`src/rtl/aes_load_sequencer.sv`:
```
// ---------------------------------------------------------------------------
// aes_load_sequencer
//
// Request-side controller for aes_engine. A single valid/ready transfer hands
// over a 128-bit plaintext and key. The sequencer then streams them MSB byte
// first onto the engine's byte-wide din/cmd interface, issues START, waits for
// engine_done under a timeout, and returns a one-cycle completion pulse. When
// the requester asks for key reuse and the engine still holds a key, the key
// load is skipped.
//
// Parameters:
//   TIMEOUT_CYCLES - max cycles START is held waiting for eng_done (1..65535)
//
// Ports:
//   clk           in   single clock, rising edge
//   rst_          in   asynchronous, active-high reset
//   req_valid     in   request present
//   req_ready     out  sequencer can accept a request
//   req_pt        in   128-bit plaintext, [127:120] sent first
//   req_key       in   128-bit key, [127:120] sent first
//   req_reuse_key in   skip the key load if a key is already loaded
//   eng_din       out  byte to engine din
//   eng_cmd       out  engine cmd (00 IDLE, 01 SET_PT, 10 SET_KEY, 11 START)
//   eng_ready     in   engine interface_ready (sampled only while idle)
//   eng_done      in   engine engine_done (only observed while running)
//   resp_valid    out  one-cycle completion pulse
//   resp_timeout  out  qualifies resp_valid, high when the run timed out
//   busy          out  high in every state except IDLE
// ---------------------------------------------------------------------------
module aes_load_sequencer #(
    parameter int unsigned TIMEOUT_CYCLES = 64
) (
    input  logic         clk,
    input  logic         rst_,
    input  logic         req_valid,
    output logic         req_ready,
    input  logic [127:0] req_pt,
    input  logic [127:0] req_key,
    input  logic         req_reuse_key,
    output logic [7:0]   eng_din,
    output logic [1:0]   eng_cmd,
    input  logic         eng_ready,
    input  logic         eng_done,
    output logic         resp_valid,
    output logic         resp_timeout,
    output logic         busy
);

    typedef enum logic [2:0] {
        IDLE,
        LOAD_PT,
        GAP_PT,
        LOAD_KEY,
        GAP_KEY,
        RUN,
        FINISH
    } state_t;

    localparam logic [1:0] CMD_IDLE    = 2'b00;
    localparam logic [1:0] CMD_SET_PT  = 2'b01;
    localparam logic [1:0] CMD_SET_KEY = 2'b10;
    localparam logic [1:0] CMD_START   = 2'b11;

    localparam logic [15:0] RUN_LIMIT = TIMEOUT_CYCLES[15:0];

    state_t       state;
    logic [127:0] pt_sr;
    logic [127:0] key_sr;
    logic         reuse_q;
    logic         key_loaded;
    logic [3:0]   byte_cnt;
    logic [15:0]  run_cnt;

    // Single sequencer process. Every output is a register written alongside
    // the state, so the engine sees glitch-free cmd/din. The plaintext and key
    // are held in shift registers: the byte on top is always the next one to
    // send, which avoids a wide 16:1 byte multiplexer.
    //
    // In RUN, run_cnt counts START cycles already placed on the bus. eng_done
    // is only honoured once at least one START cycle has been driven, so the
    // engine always sees START before the sequencer can complete. eng_done is
    // checked before the timeout so a simultaneous done wins. A timeout drops
    // key_loaded because the engine's key state can no longer be trusted.
    always_ff @(posedge clk or posedge rst_) begin
        if (rst_) begin
            state        <= IDLE;
            pt_sr        <= '0;
            key_sr       <= '0;
            reuse_q      <= 1'b0;
            key_loaded   <= 1'b0;
            byte_cnt     <= '0;
            run_cnt      <= '0;
            req_ready    <= 1'b0;
            eng_din      <= 8'h00;
            eng_cmd      <= CMD_IDLE;
            resp_valid   <= 1'b0;
            resp_timeout <= 1'b0;
            busy         <= 1'b0;
        end else begin
            case (state)
                IDLE: begin
                    eng_cmd      <= CMD_IDLE;
                    eng_din      <= 8'h00;
                    resp_valid   <= 1'b0;
                    resp_timeout <= 1'b0;
                    if (req_valid && req_ready) begin
                        pt_sr     <= req_pt;
                        key_sr    <= req_key;
                        reuse_q   <= req_reuse_key;
                        byte_cnt  <= '0;
                        req_ready <= 1'b0;
                        busy      <= 1'b1;
                        state     <= LOAD_PT;
                    end else begin
                        req_ready <= eng_ready;
                    end
                end

                LOAD_PT: begin
                    eng_cmd  <= CMD_SET_PT;
                    eng_din  <= pt_sr[127:120];
                    pt_sr    <= {pt_sr[119:0], 8'h00};
                    byte_cnt <= byte_cnt + 4'd1;
                    if (byte_cnt == 4'd15) begin
                        state <= GAP_PT;
                    end
                end

                GAP_PT: begin
                    eng_cmd  <= CMD_IDLE;
                    eng_din  <= 8'h00;
                    byte_cnt <= '0;
                    run_cnt  <= '0;
                    if (reuse_q && key_loaded) begin
                        state <= RUN;
                    end else begin
                        state <= LOAD_KEY;
                    end
                end

                LOAD_KEY: begin
                    eng_cmd  <= CMD_SET_KEY;
                    eng_din  <= key_sr[127:120];
                    key_sr   <= {key_sr[119:0], 8'h00};
                    byte_cnt <= byte_cnt + 4'd1;
                    if (byte_cnt == 4'd15) begin
                        state <= GAP_KEY;
                    end
                end

                GAP_KEY: begin
                    eng_cmd    <= CMD_IDLE;
                    eng_din    <= 8'h00;
                    key_loaded <= 1'b1;
                    run_cnt    <= '0;
                    state      <= RUN;
                end

                RUN: begin
                    eng_din <= 8'h00;
                    if ((run_cnt != 16'd0) && eng_done) begin
                        eng_cmd      <= CMD_IDLE;
                        resp_valid   <= 1'b1;
                        resp_timeout <= 1'b0;
                        state        <= FINISH;
                    end else if (run_cnt >= RUN_LIMIT) begin
                        eng_cmd      <= CMD_IDLE;
                        resp_valid   <= 1'b1;
                        resp_timeout <= 1'b1;
                        key_loaded   <= 1'b0;
                        state        <= FINISH;
                    end else begin
                        eng_cmd <= CMD_START;
                        run_cnt <= run_cnt + 16'd1;
                    end
                end

                FINISH: begin
                    eng_cmd      <= CMD_IDLE;
                    eng_din      <= 8'h00;
                    resp_valid   <= 1'b0;
                    resp_timeout <= 1'b0;
                    busy         <= 1'b0;
                    req_ready    <= eng_ready;
                    state        <= IDLE;
                end

                default: begin
                    state <= IDLE;
                end
            endcase
        end
    end

endmodule

```
`config.mk`:
```
export PLATFORM = sky130hd
export DESIGN_NAME = aes_load_sequencer
export DESIGN_NICKNAME = d
export VERILOG_FILES = /design/src/rtl/aes_load_sequencer.sv
export SDC_FILE = /design/constraint.sdc
export NUM_CORES = 1
export LEC_CHECK = 0
export CORE_UTILIZATION = 47
export DETAILED_ROUTE_END_ITERATION = 16
export GPL_ROUTABILITY_DRIVEN = 0
export PLACE_DENSITY = 0.74
export SLEW_MARGIN = 0
export SYNTH_ARGS = -nofsm -noshare
export SYNTH_HDL_FRONTEND = slang
export SYNTH_SLANG_ARGS = --single-unit
```
`constraint.sdc`:
```
create_clock -name clk -period 9.5 [get_ports clk]
set_input_delay 1.9 -clock clk [delete_from_list [all_inputs] [get_ports clk]]
set_output_delay 1.9 -clock clk [all_outputs]
set_load 0.005 [all_outputs]
```
==> results.yml, run 1 <==
detailed_routing:
  dr_vias: 10960
  dr.first_iter.drc_count: 677
  route.detailed.wl_per_inst_um: 16.54
  antenna_left: 0
  ratio_of_routed_vias_to_standard_cells: 5.330
  route.detailed.drc: 0
  finalWirelength_um: 34000
  drt_pre_antenna_iters: 5
clock_tree:
  htree_levels: 2
  cts.clk_slew.worst_paths_ns: 0.05
  post_cts_repair_timing_setup_buffer_count: 0
  clock-sinks: 295
  cts_buffer_depth: 3
  cts_hold_fix_bufs: 0
  numCtsBuffers: 34
  cts_tree: "done"
  cts.root.buffer_cell: "clkbuf_16"
  worst_skew_pair_later_pin_latency_ns: 0.50
  post_cts_resize_count: 0
status:
  status: "completed"
timing:
  achievable_frequency_mhz: 223.2
  grt_setup_unrepaired: "false"
  fin_crit_sh: 0.4716
  timing.slew.headroom: 0.2706
  final.setup_skew_ns: 0.01025
  fin_ws_ns: 5.020
  final_max_slew_viol_count: 0
  fin_crit_ns: 4.480
  report.final.setup_viol: 0
  timing.final.hold_violations: 0
  worst_margin_pin_slew_ns: 1.094
  setup_total_negative_slack_ns: 0
placed_design:
  dp_hpwl_um: 22320
  post-place-ws_ns: 4.478
  quantity_of_i_o_buffers_inserted_on_ports: 275
  placed_cells_incl_taps: 1997
final_layout:
  syn_to_final_growth_pct: 28.24
  design.final.nets: 1920
  final_layout_size_suffix_gt1_frac: 0.04648
  finalNonFillerCells: 2056
  num_antenna_cells: 0
critical_path:
  timing.setup.critical_path_class: "in2reg"
  regToRegStartpoint: "state[2]"
  largest_fanout_of_any_net_on_the_critical_path: 199
  type_of_element_launching_the_critical_path: "input pin"
  critical-path-slowest-cell: "buf_4"
  logic_depth_of_the_worst_register_to_register_path: 7
  reg2reg_setup_slack_ns: 5.86
  crit_path_max_incr_delay_ns: 0.82
  timing.rr.end: "key_sr[38]"
  setup.worst_path.end_class: "register"
  cp_buf_inv_count: 3
  required_arrival_time_at_the_worst_endpoint_ns: 9.83
  worstPathCellList: "clkdlybuf4s50_1 -> nand2_1 -> nor4_2 -> buf_12 -> buf_4 -> mux2i_1 -> o21ai_0"
  crit_family: "buffers and inverters"
  arrival_ns: 4.81
synth:
  synth_nets: 1705
  synth_common_cells: "nand2_1, dfrtp_1, nor2_1, a31oi_1, mux2i_1"
  postSynthRegisterBits: 295
  synth_ff_type: "dfrtp_1"
  synth_top_area_frac: 0.5446
  post-synth-top-count-cell: "nand2_1"
  synth_async_reset_ratio: 1.000
  yosys-top-cells-area: "dfrtp_1, nand2_1, mux2i_1"
  synth.distinct_cells: 48
  synthesis.yosys.warnings: 0
  synth_largest_area_cell: "dfrtp_1"
  number_of_flops_mapped_to_enable_cells_by_yosys: 0
  synthesis.instances: 1440
  avg_synthesized_cell_area_um2: 9.414
  post_synthesis_sequential_area_ratio: 0.5446
  synth_area_mm2: 0.01356
power:
  power_density_mw_per_mm2: 289.2
  power.ir.vdd_worst_v: 0.0002075
  power.combinational.fraction: 0.321
  power.static_leakage_nw: 7.015
  power.switching_fraction: 0.3421
  pwr-share-seq: 0.427
  p_int_mw: 3.307
  power.share.clock: 0.253
  switching_component_of_the_power_mw: 1.719
worst_hold_path:
  holdPathEnd: "pt_sr[95]"
  hold_path_startpoint: "pt_sr[87]"
  hold_class: "reg2reg"
  worstHoldPathCells: 2
floorplan:
  floorplan.die.height_um: 171.8
  placementRows: 61
  initial_utilization: 0.4826
  floorplan.io_pins: 276
  die_area_mm2: 0.02952
  area_of_the_core_mm2: 0.02809
  die_width_um: 171.8
global_routing:
  largest_net_degree_at_the_start_of_global_routing: 200
  globalRouteTotalUtil: 0.2318
  globalRouteOverflowTotal: 0
  antenna_found_initial: 3
  grt_pass1_vias: 10990
  grt_pass1_wl_um: 54310
job:
  maxCapViolations: 0
-- power groups by stage --
stage          clock, mW  sequential (mW)  combinational, mW
2_1_floorplan          0             2.05               1.25
3_3_place_gp           0             2.14               1.55
3_5_place_dp           0             2.16               1.61
4_1_cts             1.30             2.15               1.63
5_1_grt             1.35             2.21               1.85
6_report            1.27             2.15               1.61
-- cell families (layout without fill, tap and decap cells) --
kind of cell / count (synthesis) / after routing / synth area share
DFF: 295 / 295 / 0.5446
muxes: 131 / 131 / 0.09766
xor gates and xnor gates: 2 / 2 / 0.001292
AOI/OAI and AO/OA: 301 / 301 / 0.1288
adders and majority gates: 3 / 3 / 0.002769
buffers and inverters: 116 / 354 / 0.04966
and+or+nand+nor: 592 / 592 / 0.1753
-- metal layers --
layer / share of wire / GRT usage / vias to the layer above
li1: - / - / 5317
met1: 0.43 / 0.2986 / 5279
met2: 0.46 / 0.3714 / 305
met3: 0.088 / 0.07800 / 54
met4: 0.021 / 0.06503 / 4
met5: 0.00079 / 0 / -
-- sequential cells by signal, indices dropped and copies added (netlist names) --
register / flops
reuse_q: 1
key_sr: 128
state: 3
key_loaded: 1
resp_timeout: 1
pt_sr: 128
eng_cmd: 2
run_cnt: 16
busy: 1
byte_cnt: 4
eng_din: 8
req_ready: 1
resp_valid: 1
-- layout by cell type (no fill, tap or decap), drive strengths merged, types with 12 or more instances in the layout --
master and count:
nor2 126, mux2i 121, clkbuf 54, nand2 412, buf 12, o21ai 127, clkdlybuf4s50 275, dfrtp 295
a21oi 24, a31oi 124
-- worst max path at each step --
stage / endpoint / depth (start not counted) / startpoint / slack [ns]
2_1_floorplan: busy / 1 / rst_ / 3.68
3_3_place_gp: pt_sr[61] / 7 / req_valid / 4.51
3_5_place_dp: pt_sr[68] / 7 / req_valid / 4.48
4_1_cts: pt_sr[68] / 7 / req_valid / 5.01
5_1_grt: pt_sr[63] / 7 / req_valid / 4.82
6_report: pt_sr[68] / 7 / req_valid / 5.02
-- cell type report --
cell class / count / area [um2]
fill: 2414 / 10700
sequential: 295 / 7382
multi-input combinational: 1029 / 5524
timing repair buffer: 287 / 2880
clock buffer: 54 / 1040
tap: 378 / 473.0
clock inverter: 5 / 50.05
inverter: 8 / 33.78
-- tightest hold or removal path, delay by kind of cell (launching register included) --
family,cells,cell delay (ns)
DFF,1,0.33
AOI/OAI and AO/OA,1,0.06
and+or+nand+nor,1,0.05
-- metrics by stage --
step	power (mW)	area [um2]	hold slack [ns]	util
after global routing	5.412	17380	0.4950	0.6189
final	5.027	17380	0.4720	0.6189
after CTS	5.074	17380	0.4781	0.6189
after floorplan	3.296	13560	0.4492	-
after detailed placement	3.769	16290	0.4657	0.5801
after global placement	3.690	16290	0.4571	0.5801
No activity file was read; power rests on OpenSTA's default activity.
==> run 2: changes to the inputs <==
Settings changed: CORE_UTILIZATION 47 to 52, PLACE_DENSITY 0.74 to 0.78.
Clock period 9.5 ns to 4.3 ns, I/O delays scaled along.
==> run 2 against run 1 <==
Effect of this change:
- non-clock buffer count rose by 4
- design area rose by 0.78%
- utilization rose by 7.1 points
- hold slack improved by 0.0067 ns
- total power rose by 120%
- clock power rose by 130%
- largest power group unchanged
- highest routed layer unchanged
==> results.yml, run 2 (synthesized netlist as in run 1, its figures left out) <==
timing:
  final_max_slew_viol_count: 0
  fin_crit_ns: 2.665
  report.final.setup_viol: 0
  worst_hold_slack_ns: 0.4787
  grt_setup_unrepaired: "false"
  achievable_frequency_mhz: 375.2
  worst_margin_pin_slew_ns: 1.076
  timing.final.hold_violations: 0
  fin_crit_sh: 0.6198
  timing.slew.headroom: 0.2826
  setup_total_negative_slack_ns: 0
  final.setup_skew_ns: 0.007555
final_layout:
  final_layout_size_suffix_gt1_frac: 0.05288
  area_of_combinational_cells_with_multiple_inputs_mm2: 0.005524
  design.final.nets: 1924
  fillCellCount: 2009
  most_frequent_cells_in_the_layout: "nand2_1, dfrtp_1, clkdlybuf4s50_1"
  reg.largest.list: "key_sr (128), pt_sr (128), run_cnt (16)"
  layout_commonest_cell: "nand2_1"
  syn_to_final_growth_pct: 29.23
  ff_latch_area_mm2: 0.007382
worst_hold_path:
  worstHoldPathCells: 2
  hold_class: "reg2reg"
detailed_routing:
  route.detailed.drc: 0
  dr_vias: 11050
  route.detailed.wl_per_inst_um: 16.53
  antenna_left: 0
  drt_pre_antenna_iters: 5
  ratio_of_routed_vias_to_standard_cells: 5.471
  finalWirelength_um: 33380
  dr.first_iter.drc_count: 1002
floorplan:
  placementRows: 58
  floorplan.die.height_um: 163.5
  die_area_mm2: 0.02672
  die_width_um: 163.5
  floorplan.io_pins: 276
  area_of_the_core_mm2: 0.02540
  initial_utilization: 0.5337
placed_design:
  dp_hpwl_um: 21950
  quantity_of_i_o_buffers_inserted_on_ports: 275
clock_tree:
  cts.root.buffer_cell: "clkbuf_16"
  htree_levels: 2
  worst_skew_pair_later_pin_latency_ns: 0.49
  cts_tree: "done"
  cts_buffer_depth: 3
  post_cts_repair_timing_setup_buffer_count: 0
  clock-sinks: 295
  post_cts_resize_count: 0
  cts.clk_slew.worst_paths_ns: 0.06
  numCtsBuffers: 34
  cts_hold_fix_bufs: 0
critical_path:
  arrival_ns: 3.08
  type_of_element_launching_the_critical_path: "register"
  required_arrival_time_at_the_worst_endpoint_ns: 4.71
  largest_fanout_of_any_net_on_the_critical_path: 120
  timing.setup.critical_path_class: "reg2reg"
  setup.worst_path.end_class: "register"
  logic_depth_of_the_worst_register_to_register_path: 5
global_routing:
  grt_pass1_vias: 10760
  grt_pass1_wl_um: 54180
  largest_net_degree_at_the_start_of_global_routing: 144
  globalRouteTotalUtil: 0.2529
  globalRouteOverflowTotal: 0
  antenna_found_initial: 4
job:
  maxCapViolations: 0
power:
  power.ir.vdd_worst_v: 0.0003861
  power.static_leakage_nw: 7.096
  power_density_mw_per_mm2: 644.2
status:
  status: "completed"
run 2: stage by stage:
| step | utilization | cells | setup WS (ns) | power, mW | instance area (um2) |
|---|---|---|---|---|---|
| 4_1_cts | 0.6891 | 2013 | 1.650 | 11.37 | 17500 |
| 5_1_grt | 0.6892 | 2014 | 1.411 | 12.13 | 17510 |
| 3_3_place_gp | 0.6433 | 1953 | 1.230 | 8.149 | 16340 |
| 6_report | 0.6897 | 2019 | 1.635 | 11.29 | 17520 |
| 3_5_place_dp | 0.6433 | 1953 | 1.136 | 8.338 | 16340 |
| 2_1_floorplan | - | 1440 | -0.4771 | 7.281 | 13560 |
run 2: power breakdown:
group / leakage [nW] / internal [mW] / total, mW / switching, mW
combinational: 2.89 / 1.58 / 3.58 / 2.00
sequential: 3.63 / 4.03 / 4.75 / 0.724
clock: 0.576 / 1.84 / 2.95 / 1.12
total: 7.10 / 7.44 / 11.3 / 3.84
run 2: worst max-delay path: stages, from the launching register on:
cell and delay, ns:
dfrtp_1 0.73, nor2b_2 0.37, nand2_4 0.21, buf_4 0.85
nor2_1 0.16, a31oi_1 0.20
run 2: area by class of cell:
type                    count  share of cell area
clock inverters             8            0.005285
well taps                 330             0.02357
multi-input cells        1029              0.3153
clock buffers              52             0.06121
repair buffers            291              0.1704
flip-flops and latches    295              0.4214
diodes                      6           0.0008571
inverters                   8            0.001928
run 2: final timing paths:
path / start / end / slack (ns)
min in group asynchronous: rst_ / pt_sr[112] / 0.83
max in group asynchronous: rst_ / pt_sr[79] / 2.50
worst min register to register: pt_sr[75] / pt_sr[83] / 0.48
worst min-delay path: pt_sr[75] / pt_sr[83] / 0.48
worst max-delay path: state[0] / key_sr[91] / 1.63
worst max register to register: state[0] / key_sr[91] / 1.63
run 2: routing by layer:
layer,vias to the layer above,GRT usage,wire (um)
met3,50,0.07313,2855
li1,5334,-,-
met5,-,0,13
met4,2,0.06902,707
met2,350,0.4031,15760
met1,5310,0.3371,14040
==> run 3: changes to the inputs <==
Clock period 4.3 ns to 2.75 ns, I/O delays scaled along.
==> run 3 against run 2 <==
Effect of this change:
- combinational power grew 65%
- fmax rose by 22%
- cell count grew 0.50%
- utilization increased by 0.45 points
- critical endpoint is now pt_sr[46]
- largest power group unchanged
- highest routed layer unchanged
==> results.yml, run 3 (synthesized netlist as in run 1, its figures left out) <==
timing:
  fin_crit_ns: 2.183
  worst_margin_pin_slew_ns: 0.7444
  timing.slew.headroom: 0.5037
  grt_setup_unrepaired: "false"
  timing.final.hold_violations: 0
  report.final.setup_viol: 0
  setup_total_negative_slack_ns: 0
  fin_crit_sh: 0.7940
  final_max_slew_viol_count: 0
  final.setup_skew_ns: 0.02062
  achievable_frequency_mhz: 458.0
  worst_hold_slack_ns: 0.4731
status:
  status: "completed"
clock_tree:
  cts.clk_slew.worst_paths_ns: 0.06
  post_cts_resize_count: 0
  cts.root.buffer_cell: "clkbuf_16"
  worst_skew_pair_later_pin_latency_ns: 0.55
  cts_buffer_depth: 3
  numCtsBuffers: 31
  htree_levels: 1
  clock-sinks: 295
  post_cts_repair_timing_setup_buffer_count: 0
  cts_tree: "done"
  cts_hold_fix_bufs: 0
floorplan:
  floorplan.io_pins: 276
  die_width_um: 163.5
  initial_utilization: 0.5337
  die_area_mm2: 0.02672
  placementRows: 58
  area_of_the_core_mm2: 0.02540
  floorplan.die.height_um: 163.5
detailed_routing:
  antenna_left: 0
  finalWirelength_um: 34460
  ratio_of_routed_vias_to_standard_cells: 5.507
  route.detailed.drc: 0
  drt_pre_antenna_iters: 5
  dr_vias: 11170
  route.detailed.wl_per_inst_um: 16.98
  dr.first_iter.drc_count: 928
final_layout:
  ff_latch_area_mm2: 0.007382
  area_of_combinational_cells_with_multiple_inputs_mm2: 0.005524
  design.final.nets: 1938
  fillCellCount: 1944
  syn_to_final_growth_pct: 30.08
  layout_commonest_cell: "nand2_1"
  reg.largest.list: "key_sr (128), pt_sr (128), run_cnt (16)"
  most_frequent_cells_in_the_layout: "nand2_1, dfrtp_1, clkdlybuf4s50_1"
  final_layout_size_suffix_gt1_frac: 0.06132
critical_path:
  logic_depth_of_the_worst_register_to_register_path: 5
  crit_path_end: "pt_sr[46]"
  type_of_element_launching_the_critical_path: "register"
  timing.setup.critical_path_class: "reg2reg"
  required_arrival_time_at_the_worst_endpoint_ns: 3.20
  reg2reg_setup_slack_ns: 0.57
  arrival_ns: 2.64
  startpoint_of_the_worst_setup_timing_path: "state[2]"
  regToRegStartpoint: "state[2]"
  largest_fanout_of_any_net_on_the_critical_path: 108
  timing.rr.end: "pt_sr[46]"
  setup.worst_path.end_class: "register"
global_routing:
  largest_net_degree_at_the_start_of_global_routing: 142
  grt_pass1_wl_um: 55320
  globalRouteTotalUtil: 0.2588
  grt_pass1_vias: 11120
  globalRouteOverflowTotal: 0
  antenna_found_initial: 5
placed_design:
  dp_hpwl_um: 23270
  quantity_of_i_o_buffers_inserted_on_ports: 275
power:
  power.share.clock: 0.250
  power.ir.vdd_worst_v: 0.0006737
  switching_component_of_the_power_mw: 6.108
  power.switching_fraction: 0.3435
  total_power_mw: 17.78
  power.static_leakage_nw: 7.170
  power_density_mw_per_mm2: 1009
  power.combinational.fraction: 0.332
  pwr-share-seq: 0.418
  p_int_mw: 11.68
worst_hold_path:
  worstHoldPathCells: 2
  hold_class: "reg2reg"
job:
  maxCapViolations: 0
-- run 3: power by group through the flow --
stage	registers [mW]	logic, mW	clock network [mW]
final	7.43	5.90	4.45
after global routing	7.64	6.74	4.70
after CTS	7.42	5.96	4.51
after detailed placement	7.44	5.87	0
after global placement	7.41	5.57	0
after floorplan	7.08	4.30	0
-- run 3: area by class of cell --
type	instances	share of cell area
antenna	3	0.0004257
clock buffer	43	0.05109
clock inverter	13	0.01114
inverter	8	0.001916
multi-input combinational	1029	0.3133
sequential	295	0.4186
tap	330	0.02342
timing repair buffer	308	0.1801
-- run 3: stage by stage --
stage	utilization	instances	instance area (um2)	setup WS (ns)
after CTS	0.6939	2026	17630	0.5808
after detailed placement	0.6507	1970	16530	0.2363
final	0.6942	2029	17630	0.5665
after global routing	0.6940	2027	17630	0.4144
after global placement	0.6507	1970	16530	0.2900
after floorplan	-	1440	13560	-1.717
-- run 3: critical path, cell delays in order (launching register included) --
cell and delay (ns):
dfrtp_1 0.65, buf_4 0.31, nor3b_4 0.45, buf_12 0.39, nand2_1 0.14, o21ai_1 0.10
-- run 3: worst min path at each step --
stage | end | slack, ns | from
after floorplan | pt_sr[100] | 0.45 | pt_sr[92]
after global placement | pt_sr[126] | 0.46 | pt_sr[118]
after detailed placement | pt_sr[112] | 0.47 | pt_sr[104]
after CTS | pt_sr[118] | 0.48 | pt_sr[110]
after global routing | pt_sr[119] | 0.51 | pt_sr[111]
final | pt_sr[118] | 0.47 | pt_sr[110]
-- run 3: routing by layer --
metal  share of wire  GRT usage  vias up
met5         0.00084          0        -
met4           0.026    0.07113        4
met3           0.076    0.06628       66
met2            0.48     0.4272      337
met1            0.42     0.3377     5405
li1                -          -     5362
